**config.mk**
```make
export PLATFORM = sky130hd
export DESIGN_NAME = fifo_burst_reader
export DESIGN_NICKNAME = d
export VERILOG_FILES = /design/src/rtl/fifo_burst_reader.sv
export SDC_FILE = /design/constraint.sdc
export NUM_CORES = 1
export LEC_CHECK = 0
export CORE_ASPECT_RATIO = 1.2
export CORE_MARGIN = 3
export CORE_UTILIZATION = 45
export CTS_CLUSTER_DIAMETER = 120
export CTS_CLUSTER_SIZE = 14
export DETAILED_ROUTE_END_ITERATION = 10
export PLACE_DENSITY = 0.77
export SLEW_MARGIN = 20
export SYNTH_ARGS = -nofsm -noshare
export SYNTH_HDL_FRONTEND = slang
export SYNTH_SLANG_ARGS = --single-unit
```
**constraint.sdc**
```tcl
create_clock -name clk -period 2.4 [get_ports clk]
set_input_delay 0.6 -clock clk [delete_from_list [all_inputs] [get_ports clk]]
set_output_delay 0.6 -clock clk [all_outputs]
set_load 0.01 [all_outputs]
```
**src/rtl/fifo_burst_reader.sv**
```systemverilog
// Pops a requested number of words from a synchronous FIFO and replays them on a
// valid/ready stream through a 2-entry skid buffer, with abort and completion status.
module fifo_burst_reader #(
    parameter int DATA_WIDTH = 8,
    parameter int LEN_WIDTH  = 8
) (
    input  logic                  clk,
    input  logic                  rst,
    input  logic                  start,
    input  logic [LEN_WIDTH-1:0]  len,
    input  logic                  abort,
    input  logic                  fifo_empty,
    input  logic [DATA_WIDTH-1:0] fifo_data,
    output logic                  fifo_rd,
    output logic [DATA_WIDTH-1:0] m_data,
    output logic                  m_valid,
    output logic                  m_last,
    input  logic                  m_ready,
    output logic                  busy,
    output logic                  done,
    output logic                  aborted,
    output logic [LEN_WIDTH-1:0]  sent,
    output logic [1:0]            dbg_state
);

    // Stream: a word transfers on a rising edge where m_valid & m_ready; once m_valid
    // is high, m_data/m_last hold until that transfer, and m_valid never depends on m_ready.
    typedef enum logic [1:0] {
        S_IDLE  = 2'd0,
        S_BURST = 2'd1,
        S_DRAIN = 2'd2,
        S_DONE  = 2'd3
    } state_t;

    state_t                           state_q, state_d;
    logic [LEN_WIDTH-1:0]             remaining_q, remaining_d;
    logic [LEN_WIDTH-1:0]             sent_q, sent_d;
    logic [1:0]                       occ_q, occ_d;
    logic [1:0][DATA_WIDTH-1:0]       buf_data_q, buf_data_d;
    logic [1:0]                       buf_last_q, buf_last_d;
    logic                             aborted_q, aborted_d;
    logic                             push, pop, abort_act;
    logic [1:0]                       occ_after_pop;

    always_comb begin
        state_d     = state_q;
        remaining_d = remaining_q;
        sent_d      = sent_q;
        buf_data_d  = buf_data_q;
        buf_last_d  = buf_last_q;
        aborted_d   = aborted_q;

        m_valid   = (occ_q != 2'd0);
        pop       = m_valid && m_ready;
        abort_act = abort && ((state_q == S_BURST) || (state_q == S_DRAIN));
        push      = (state_q == S_BURST) && (remaining_q != '0) && !fifo_empty
                    && (occ_q < 2'd2) && !abort;
        fifo_rd   = push;

        // Head is always entry 0; a pop shifts entry 1 forward before any push lands.
        occ_after_pop = occ_q - {1'b0, pop};
        if (pop) begin
            buf_data_d[0] = buf_data_q[1];
            buf_last_d[0] = buf_last_q[1];
            sent_d        = sent_q + LEN_WIDTH'(1);
        end
        if (push) begin
            remaining_d = remaining_q - LEN_WIDTH'(1);
            if (occ_after_pop == 2'd0) begin
                buf_data_d[0] = fifo_data;
                buf_last_d[0] = (remaining_q == LEN_WIDTH'(1));
            end else begin
                buf_data_d[1] = fifo_data;
                buf_last_d[1] = (remaining_q == LEN_WIDTH'(1));
            end
        end
        occ_d = occ_after_pop + {1'b0, push};

        unique case (state_q)
            S_IDLE: begin
                if (start && (len != '0)) begin
                    state_d     = S_BURST;
                    remaining_d = len;
                    sent_d      = '0;
                    aborted_d   = 1'b0;
                end
            end
            S_BURST: begin
                if (abort_act) begin
                    state_d   = S_DONE;
                    occ_d     = 2'd0;
                    aborted_d = 1'b1;
                end else if (push && (remaining_q == LEN_WIDTH'(1))) begin
                    state_d = S_DRAIN;
                end
            end
            S_DRAIN: begin
                if (abort_act) begin
                    state_d   = S_DONE;
                    occ_d     = 2'd0;
                    aborted_d = 1'b1;
                end else if (pop && buf_last_q[0]) begin
                    state_d = S_DONE;
                end
            end
            S_DONE: begin
                state_d = S_IDLE;
            end
            default: begin
                state_d = S_IDLE;
            end
        endcase
    end

    always_ff @(posedge clk) begin
        if (rst) begin
            state_q     <= S_IDLE;
            remaining_q <= '0;
            sent_q      <= '0;
            occ_q       <= 2'd0;
            buf_data_q  <= '0;
            buf_last_q  <= '0;
            aborted_q   <= 1'b0;
        end else begin
            state_q     <= state_d;
            remaining_q <= remaining_d;
            sent_q      <= sent_d;
            occ_q       <= occ_d;
            buf_data_q  <= buf_data_d;
            buf_last_q  <= buf_last_d;
            aborted_q   <= aborted_d;
        end
    end

    // m_last is qualified so a stale tag left behind by a flush never shows.
    assign m_data    = buf_data_q[0];
    assign m_last    = m_valid && buf_last_q[0];
    assign busy      = (state_q != S_IDLE);
    assign done      = (state_q == S_DONE);
    assign aborted   = aborted_q;
    assign sent      = sent_q;
    assign dbg_state = state_q;

endmodule

```
==> reports/qor.yml, run 1 <==
run_status:
  status: "completed"
grt:
  grt_max_degree: 23
  grt_pass1_vias: 1896
  antenna_found_initial: 0
  grt_remaining_overflow: 0
  grt_pass1_wl_um: 8380
  grt_use_total_pct: 20.1
layout:
  drive_gt1_share_pct: 19.4
  num_antenna_cells: 0
  area_growth_syn_to_layout_pct: 41.4
  final_cell_mix: "clkdlybuf4s50_1, dfxtp_1, buf_4"
  mostFrequentLayoutCell: "clkdlybuf4s50_1"
  fillers: 341
  fin_nets: 339
  fin_area_sq_um: 2890
  utilization_pct: 66.9
  final_cells: 365
run:
  max_cap_violations: 0
sta:
  hold_viol: 0
  fin_ws_ns: 0.0174
  slew_viol_final: 0
  final.setup_skew_ns: 0.00976
  setup_viol: 0
  worst_slew_pin_slew_ns: 0.502
  max_slew_margin_pct: 66.3
  fin_crit_ns: 2.38
  rsz0062_at_grt: "no"
  max_freq_mhz: 420
  fin_tns_setup_ns: 0
  timing.final.crit_share_pct: 99.3
logic_synthesis:
  syn_nets: 268
  syn_area_sq_um: 2050
  synth_enable_flop_cells: 0
  synth.yosys.seq_area_share_pct: 38.1
  async_flop_share_pct: 0
  ys_seq_elements: 39
  yosys_warnings: 0
  synthDistinctLibCells: 44
  avgSynthCellArea_sq_um: 8.64
  syn_inst: 237
  yosys_most_used_dff: "dfxtp_1"
power:
  p_switching_mw: 1.00
  p_comb_share_pct: 50.5
  irDropWorstVdd_mv: 0.646
  internal-power_mw: 1.65
  p_per_area_nw_per_um2: 918
  power_frac_seq_pct: 32.5
  clock_power_share_pct: 16.9
  swShare_pct: 37.8
  power.leakage_nw: 1.07
placement:
  dpl_worst_slack_ns: -0.576
  port_buffers: 45
  place_area_sq_um: 2730
  gp_congestion: 0.798
  dp_hpwl_um: 3500
  placed_cells: 354
die:
  dieArea_sq_um: 5400
  pin_count: 46
  chipWidth_um: 67.6
  fp.coreArea_sq_um: 4330
  fp-row-count: 26
  die_h_um: 79.9
  start_util_pct: 47.3
drt:
  ant_nets: 0
  vias_per_cell: 5.36
  routed-via-count: 1955
  drt-total-wl_um: 4820
  drc: 0
  wl_per_cell_um: 13.2
  firstDrtPassIters: 4
  dr.first_iter.drc_count: 82
critical_path:
  cp.arrival_ns: 2.61
  startpoint_type: "input pin"
  critPathMaxFanout: 3
  critPathRequiredTime_ns: 2.63
  worstSetupEndpointType: "flop"
  critPathKind: "in -> reg"
cts:
  hold_buffers: 0
  cts_max_path_buffers: 2
  clkLatencyLatePin_ns: 0.30
  clock-sinks: 39
  cts_root_buf: "clkbuf_8"
  clkSlewWorstSetupHoldPaths_ns: 0.08
  tritoncts: "yes"
  cts_made_buffers: 5
  cts_max_level: 2
hold_path:
  holdCritPathClass: "reg -> reg"
==> cells by family (layout without fill, tap and decap cells) <==
logic type	after synthesis	after routing	share of synthesized area, %
compound gates	45	45	16.7
flops	39	39	38.1
buf+inv	29	101	7.21
fa+ha+maj	9	9	5.50
xor+xnor	14	14	5.99
simple gates	91	91	21.5
mux	10	10	4.95
==> registers in the layout, indices dropped and copies added, names as in the netlist <==
| signal | cells |
|---|---|
| aborted | 1 |
| buf_data_q | 8 |
| remaining_q | 8 |
| buf_last_q | 2 |
| occ_q | 2 |
| sent | 8 |
| m_data | 8 |
| dbg_state | 2 |
==> synth_stat cells (all sizes together), types with 3 or more instances <==
library cell	number	area share [%]
a211oi	10	3.7
nand2	27	5.0
inv	10	1.8
clkbuf	8	1.5
dfxtp	39	38
or4	4	1.5
xnor2	8	3.4
a21oi	7	1.7
a311oi	10	4.3
xor2	6	2.6
mux2i	9	4.4
ha	9	5.5
or4b	4	2.0
o21ai	3	0.73
buf	10	3.4
nor3	5	1.2
o211ai	5	1.8
nor2	34	6.2
or3	3	0.92
==> routing by layer <==
| metal | track usage, % | routed length, um | vias up |
|---|---|---|---|
| met5 | 0 | 0 | - |
| met4 | 6.69 | 84 | 0 |
| met3 | 3.66 | 169 | 9 |
| met2 | 33.8 | 2350 | 40 |
| met1 | 25.2 | 2210 | 925 |
| li1 | - | - | 981 |
==> final timing paths <==
kind                       start            to  slack, ns  cells after the start
hold / removal    buf_data_q[12]     m_data[4]       0.47                      2
hold reg to reg   buf_data_q[12]     m_data[4]       0.47                      2
setup / recovery           abort  dbg_state[1]       0.02                      6
setup reg to reg    dbg_state[1]  dbg_state[1]       0.06                      7
==> timing repair <==
action | 4_1_cts | 5_1_grt
pin swaps | 4 | 1
buffers inserted | 2 | 0
resized for setup | 12 | 8
gates cloned | 0 | 1
endpoints found under the setup margin | 4 | 12
==> critical path, cell delays in order <==
cell and delay (ns):
dlygate4sd2_1 0.24, or4b_4 0.57, buf_6 0.14, o41a_1 0.34, or4b_1 0.55, a21oi_1 0.16
==> power groups by stage <==
stage / Sequential, mW / Clock (mW) / Combinational, mW
floorplan: 0.871 / 0 / 0.692
finish: 0.864 / 0.450 / 1.34
CTS: 0.855 / 0.458 / 1.29
global placement: 0.863 / 0 / 1.23
global route: 0.881 / 0.486 / 1.47
detailed placement: 0.866 / 0 / 1.26
==> final cells by class <==
type	instances	area (sq um)	area share, %
repair buffers	83	744	25.7
clock inverters	3	20.0	0.692
well taps	56	70.1	2.42
multi-input cells	169	1170	40.5
flip-flops and latches	39	782	27.0
clock buffers	5	68.8	2.38
inverters	10	37.5	1.30
==> through the flow <==
step | hold WS, ns | total power, mW
final | 0.475 | 2.66
after global routing | 0.504 | 2.84
after CTS | 0.478 | 2.61
after detailed placement | 0.466 | 2.12
after global placement | 0.457 | 2.09
after floorplan | 0.454 | 1.56
Power figures use the tool's default switching activity.
==> run 2, diff against run 1 <==
- CORE_MARGIN: 3 -> default
- SKIP_LAST_GASP: default -> 1
==> reports/qor.yml, run 2 (synthesis gave the netlist of run 1 again) <==
run_status:
  status: "completed"
layout:
  num_antenna_cells: 0
  final_cell_mix: "clkdlybuf4s50_1, dfxtp_1, nor2_1"
  area_growth_syn_to_layout_pct: 38.8
  drive_gt1_share_pct: 16.6
  fillers: 369
  mostFrequentLayoutCell: "clkdlybuf4s50_1"
  utilization_pct: 65.6
  fin_nets: 332
critical_path:
  cpMaxStageDelayCell: "or4b_4"
  crit_family: "simple AND/OR/NAND/NOR gates"
  critPathKind: "in -> reg"
  slowest_delay_ns: 0.56
  path_buf_inv: 2
  path_cells: "dlygate4sd2_1 > or4b_4 > buf_6 > o41a_1 > or4_1 > a21oi_1"
  critPathRequiredTime_ns: 2.62
  critPathMaxFanout: 6
  startpoint_type: "input pin"
  worstSetupEndpointType: "flop"
  cp.arrival_ns: 2.52
die:
  chipWidth_um: 63.6
  dieArea_sq_um: 4820
  pin_count: 46
  start_util_pct: 47.3
  fp.coreArea_sq_um: 4330
  fp-row-count: 26
  die_h_um: 75.9
sta:
  max_slew_margin_pct: 70.7
  slew_viol_final: 0
  setup_viol: 0
  fin_tns_setup_ns: 0
  rsz0062_at_grt: "no"
  max_freq_mhz: 435
  hold_viol: 0
  worst_slew_pin_slew_ns: 0.429
  final.setup_skew_ns: 0.00278
  timing.final.crit_share_pct: 95.9
  fin_crit_ns: 2.30
placement:
  port_buffers: 45
  dp_hpwl_um: 3350
  gp_congestion: 0.803
grt:
  use_met3_pct: 5.09
  grt_pass1_wl_um: 7630
  antenna_found_initial: 0
  met2_usage_pct: 36.2
  grt_remaining_overflow: 0
  grt_max_degree: 23
  busiest_layer: "met2"
  grt_use_total_pct: 20.4
  grt_pass1_vias: 1741
  grt_util_met1_pct: 24.1
cts:
  cts_made_buffers: 5
  cts_max_level: 2
  clkSlewWorstSetupHoldPaths_ns: 0.08
  hold_buffers: 0
  clock-sinks: 39
  tritoncts: "yes"
  cts_root_buf: "clkbuf_8"
  clkLatencyLatePin_ns: 0.29
  cts_max_path_buffers: 2
hold_path:
  holdCritPathClass: "reg -> reg"
drt:
  drc: 0
  wl_per_cell_um: 12.9
  vias_per_cell: 5.41
  routed-via-count: 1935
  ant_nets: 0
  drt-total-wl_um: 4630
  firstDrtPassIters: 4
  dr.first_iter.drc_count: 75
power:
  p_switching_uw: 959
  p_per_area_nw_per_um2: 943
  swShare_pct: 35.8
  power_frac_seq_pct: 32.1
  clock_power_share_pct: 20.5
  power.leakage_nw: 1.05
  irDropWorstVdd_mv: 0.760
  internal-power_mw: 1.72
  p_comb_share_pct: 47.4
run:
  max_cap_violations: 0
[run 2: worst reg2reg max path, delay by kind of cell, from the launching register on]
| family | cells | cell delay (ns) |
|---|---|---|
| adders and majority gates | 1 | 0.21 |
| and+or+nand+nor | 2 | 0.99 |
| DFF | 1 | 0.32 |
| AOI/OAI and AO/OA | 2 | 0.50 |
| buffers and inverters | 2 | 0.22 |
[run 2: power groups by stage]
stage / sequential (mW) / combinational [mW] / clock (mW)
after global placement: 0.862 / 1.21 / 0
after floorplan: 0.871 / 0.692 / 0
after CTS: 0.851 / 1.26 / 0.558
final: 0.860 / 1.27 / 0.549
after detailed placement: 0.864 / 1.23 / 0
after global routing: 0.876 / 1.37 / 0.594
[run 2: worst paths after layout]
kind / from / endpoint / slack, ns / cells after the start
max: abort / dbg_state[0] / 0.1 / 6
min reg2reg: aborted / aborted / 0.48 / 2
min: aborted / aborted / 0.48 / 2
max reg2reg: dbg_state[1] / dbg_state[0] / 0.11 / 7
[run 2: final cells by class]
type / instances / area [sq um] / area share (%)
Clock inverter: 3 / 43.8 / 1.54
Tap cell: 56 / 70.1 / 2.47
Multi-Input combinational cell: 169 / 1140 / 40.3
Timing Repair Buffer: 76 / 694 / 24.4
Sequential cell: 39 / 782 / 27.5
Clock buffer: 5 / 68.8 / 2.42
Inverter: 10 / 37.5 / 1.32
[run 2: metal layers]
metal	routed length [um]	share of wire [%]
met3	206	4.4
met1	2110	46
met5	0	0
met2	2250	48
met4	71	1.5
[run 2: timing repair]
action	CTS	global route
resized for setup	10	4
buffers inserted	0	0
pin swaps	3	0
endpoints found under the setup margin	4	4
[run 2: stage by stage]
step                      area [sq um]  std cells  power [mW]  hold WS, ns  setup slack (ns)
after floorplan                   2050        237        1.56        0.454            0.0728
after global placement            2700        350        2.07        0.460            -0.563
after detailed placement          2700        350        2.09        0.465            -0.587
after CTS                         2830        358        2.67        0.481            0.0421
after global routing              2840        358        2.85        0.507            0.0189
final                             2840        358        2.68        0.478            0.0986
==> run 3, diff against run 2 <==
- CELL_PAD_IN_SITES_DETAIL_PLACEMENT: default -> 1
- CELL_PAD_IN_SITES_GLOBAL_PLACEMENT: default -> 1
- CORE_MARGIN: default -> 2
- CORE_UTILIZATION: 45 -> 33
==> reports/qor.yml, run 3 (synthesis gave the netlist of run 1 again) <==
critical_path:
  critPathKind: "reg -> reg"
  cp.arrival_ns: 2.59
  path_buf_inv: 2
  worstSetupEndpointType: "flop"
  critPathRequiredTime_ns: 2.64
  critPathMaxFanout: 4
  cpMaxStageDelayCell: "or4_1"
  crit_family: "simple AND/OR/NAND/NOR gates"
  slowest_delay_ns: 0.54
  r2r_slack_ns: 0.05
  path_cells: "inv_1 > ha_2 > or4b_4 > buf_6 > o41a_1 > or4_1 > a21oi_1"
  startpoint_type: "flop"
cts:
  tritoncts: "yes"
  clkSlewWorstSetupHoldPaths_ns: 0.09
  clock-sinks: 39
  hold_buffers: 0
  cts_made_buffers: 5
  cts_root_buf: "clkbuf_8"
  cts_max_path_buffers: 2
  cts_max_level: 2
  clkLatencyLatePin_ns: 0.30
grt:
  grt_max_degree: 23
  grt_remaining_overflow: 0
  grt_pass1_wl_um: 9320
  grt_pass1_vias: 1965
  antenna_found_initial: 0
  grt_use_total_pct: 17.4
sta:
  slew_viol_final: 0
  setup_viol: 0
  timing.final.crit_share_pct: 97.8
  rsz0062_at_grt: "yes"
  max_freq_mhz: 426
  max_slew_margin_pct: 51.2
  fin_crit_ns: 2.35
  hold_viol: 0
  worst_slew_pin_slew_ns: 0.726
  final.setup_skew_ns: 0.0166
power:
  p_switching_mw: 1.02
  swShare_pct: 38.9
  irDropWorstVdd_mv: 0.497
  power_frac_seq_pct: 33.1
  internal-power_mw: 1.60
  clock_power_share_pct: 17.1
  p_comb_share_pct: 49.9
  p_per_area_nw_per_um2: 919
  power.leakage_nw: 1.05
die:
  chipWidth_um: 75.9
  fp-row-count: 31
  dieArea_sq_um: 6850
  die_h_um: 90.3
  pin_count: 46
  start_util_pct: 34.0
  fp.coreArea_sq_um: 6010
drt:
  vias_per_cell: 5.20
  wl_per_cell_um: 14.8
  drt-total-wl_um: 5670
  firstDrtPassIters: 4
  drc: 0
  routed-via-count: 1990
  dr.first_iter.drc_count: 85
  ant_nets: 0
run:
  max_cap_violations: 0
run_status:
  status: "completed"
layout:
  fin_area_sq_um: 2850
  final_cell_mix: "clkdlybuf4s50_1, dfxtp_1, nor2_1"
  fin_nets: 331
  mostFrequentLayoutCell: "clkdlybuf4s50_1"
  utilization_pct: 47.5
  final_cells: 383
  num_antenna_cells: 0
  drive_gt1_share_pct: 16.6
  area_growth_syn_to_layout_pct: 39.4
placement:
  gp_congestion: 0.803
  dp_hpwl_um: 4310
  port_buffers: 45
  place_area_sq_um: 2730
  placed_cells: 374
hold_path:
  holdCritPathClass: "reg -> reg"
==> run 3: worst reg2reg max path: stages, from the launching register on <==
cell and delay, ns:
dfxtp_1 0.33, inv_1 0.08, ha_2 0.20, or4b_4 0.50, buf_6 0.14, o41a_1 0.34
or4_1 0.54, a21oi_1 0.16
==> run 3: final timing paths <==
path,start,to,cells past startpoint
worst min register to register,aborted,aborted,2
worst min-delay path,aborted,aborted,2
worst max-delay path,dbg_state[1],dbg_state[0],7
worst max register to register,dbg_state[1],dbg_state[0],7
==> run 3: layer usage <==
layer / routed length (um) / track usage [%]
met1: 2460 / 22.0
met2: 2900 / 29.1
met3: 207 / 3.13
met4: 103 / 5.70
met5: 0 / 0
==> run 3: layout make-up <==
cell class                 count  area, sq um
fill                         735         3160
clock inverter                 2         12.5
timing repair buffer          75          693
sequential                    39          782
multi-input combinational    169         1150
tap                           82          103
inverter                      10         37.5
clock buffer                   6         72.6
==> run 3: per-stage QoR <==
step / worst slack [ns] / TNS (ns) / total power [mW] / hold slack [ns]
final: 0.0525 / 0 / 2.62 / 0.483
after global routing: -0.0269 / -0.0383 / 2.78 / 0.508
after CTS: 0.0211 / 0 / 2.62 / 0.487
after detailed placement: -0.625 / -5.74 / 2.14 / 0.475
after global placement: -0.579 / -3.59 / 2.09 / 0.457
after floorplan: 0.0728 / 0 / 1.56 / 0.454
==> run 3: timing repair <==
item | 4_1_cts | 5_1_grt
pin swaps | 4 | 0
setup endpoints to repair | 3 | 6
buffers inserted | 1 | 0
resized for setup | 12 | 6
gates cloned | 0 | 0
==> run 3: power groups by stage <==
stage               logic [mW]  clock network, mW  registers [mW]
floorplan                0.692                  0           0.871
global placement          1.22                  0           0.866
detailed placement        1.27                  0           0.873
CTS                       1.30              0.457           0.863
global route              1.41              0.480           0.883
finish                    1.31              0.447           0.867
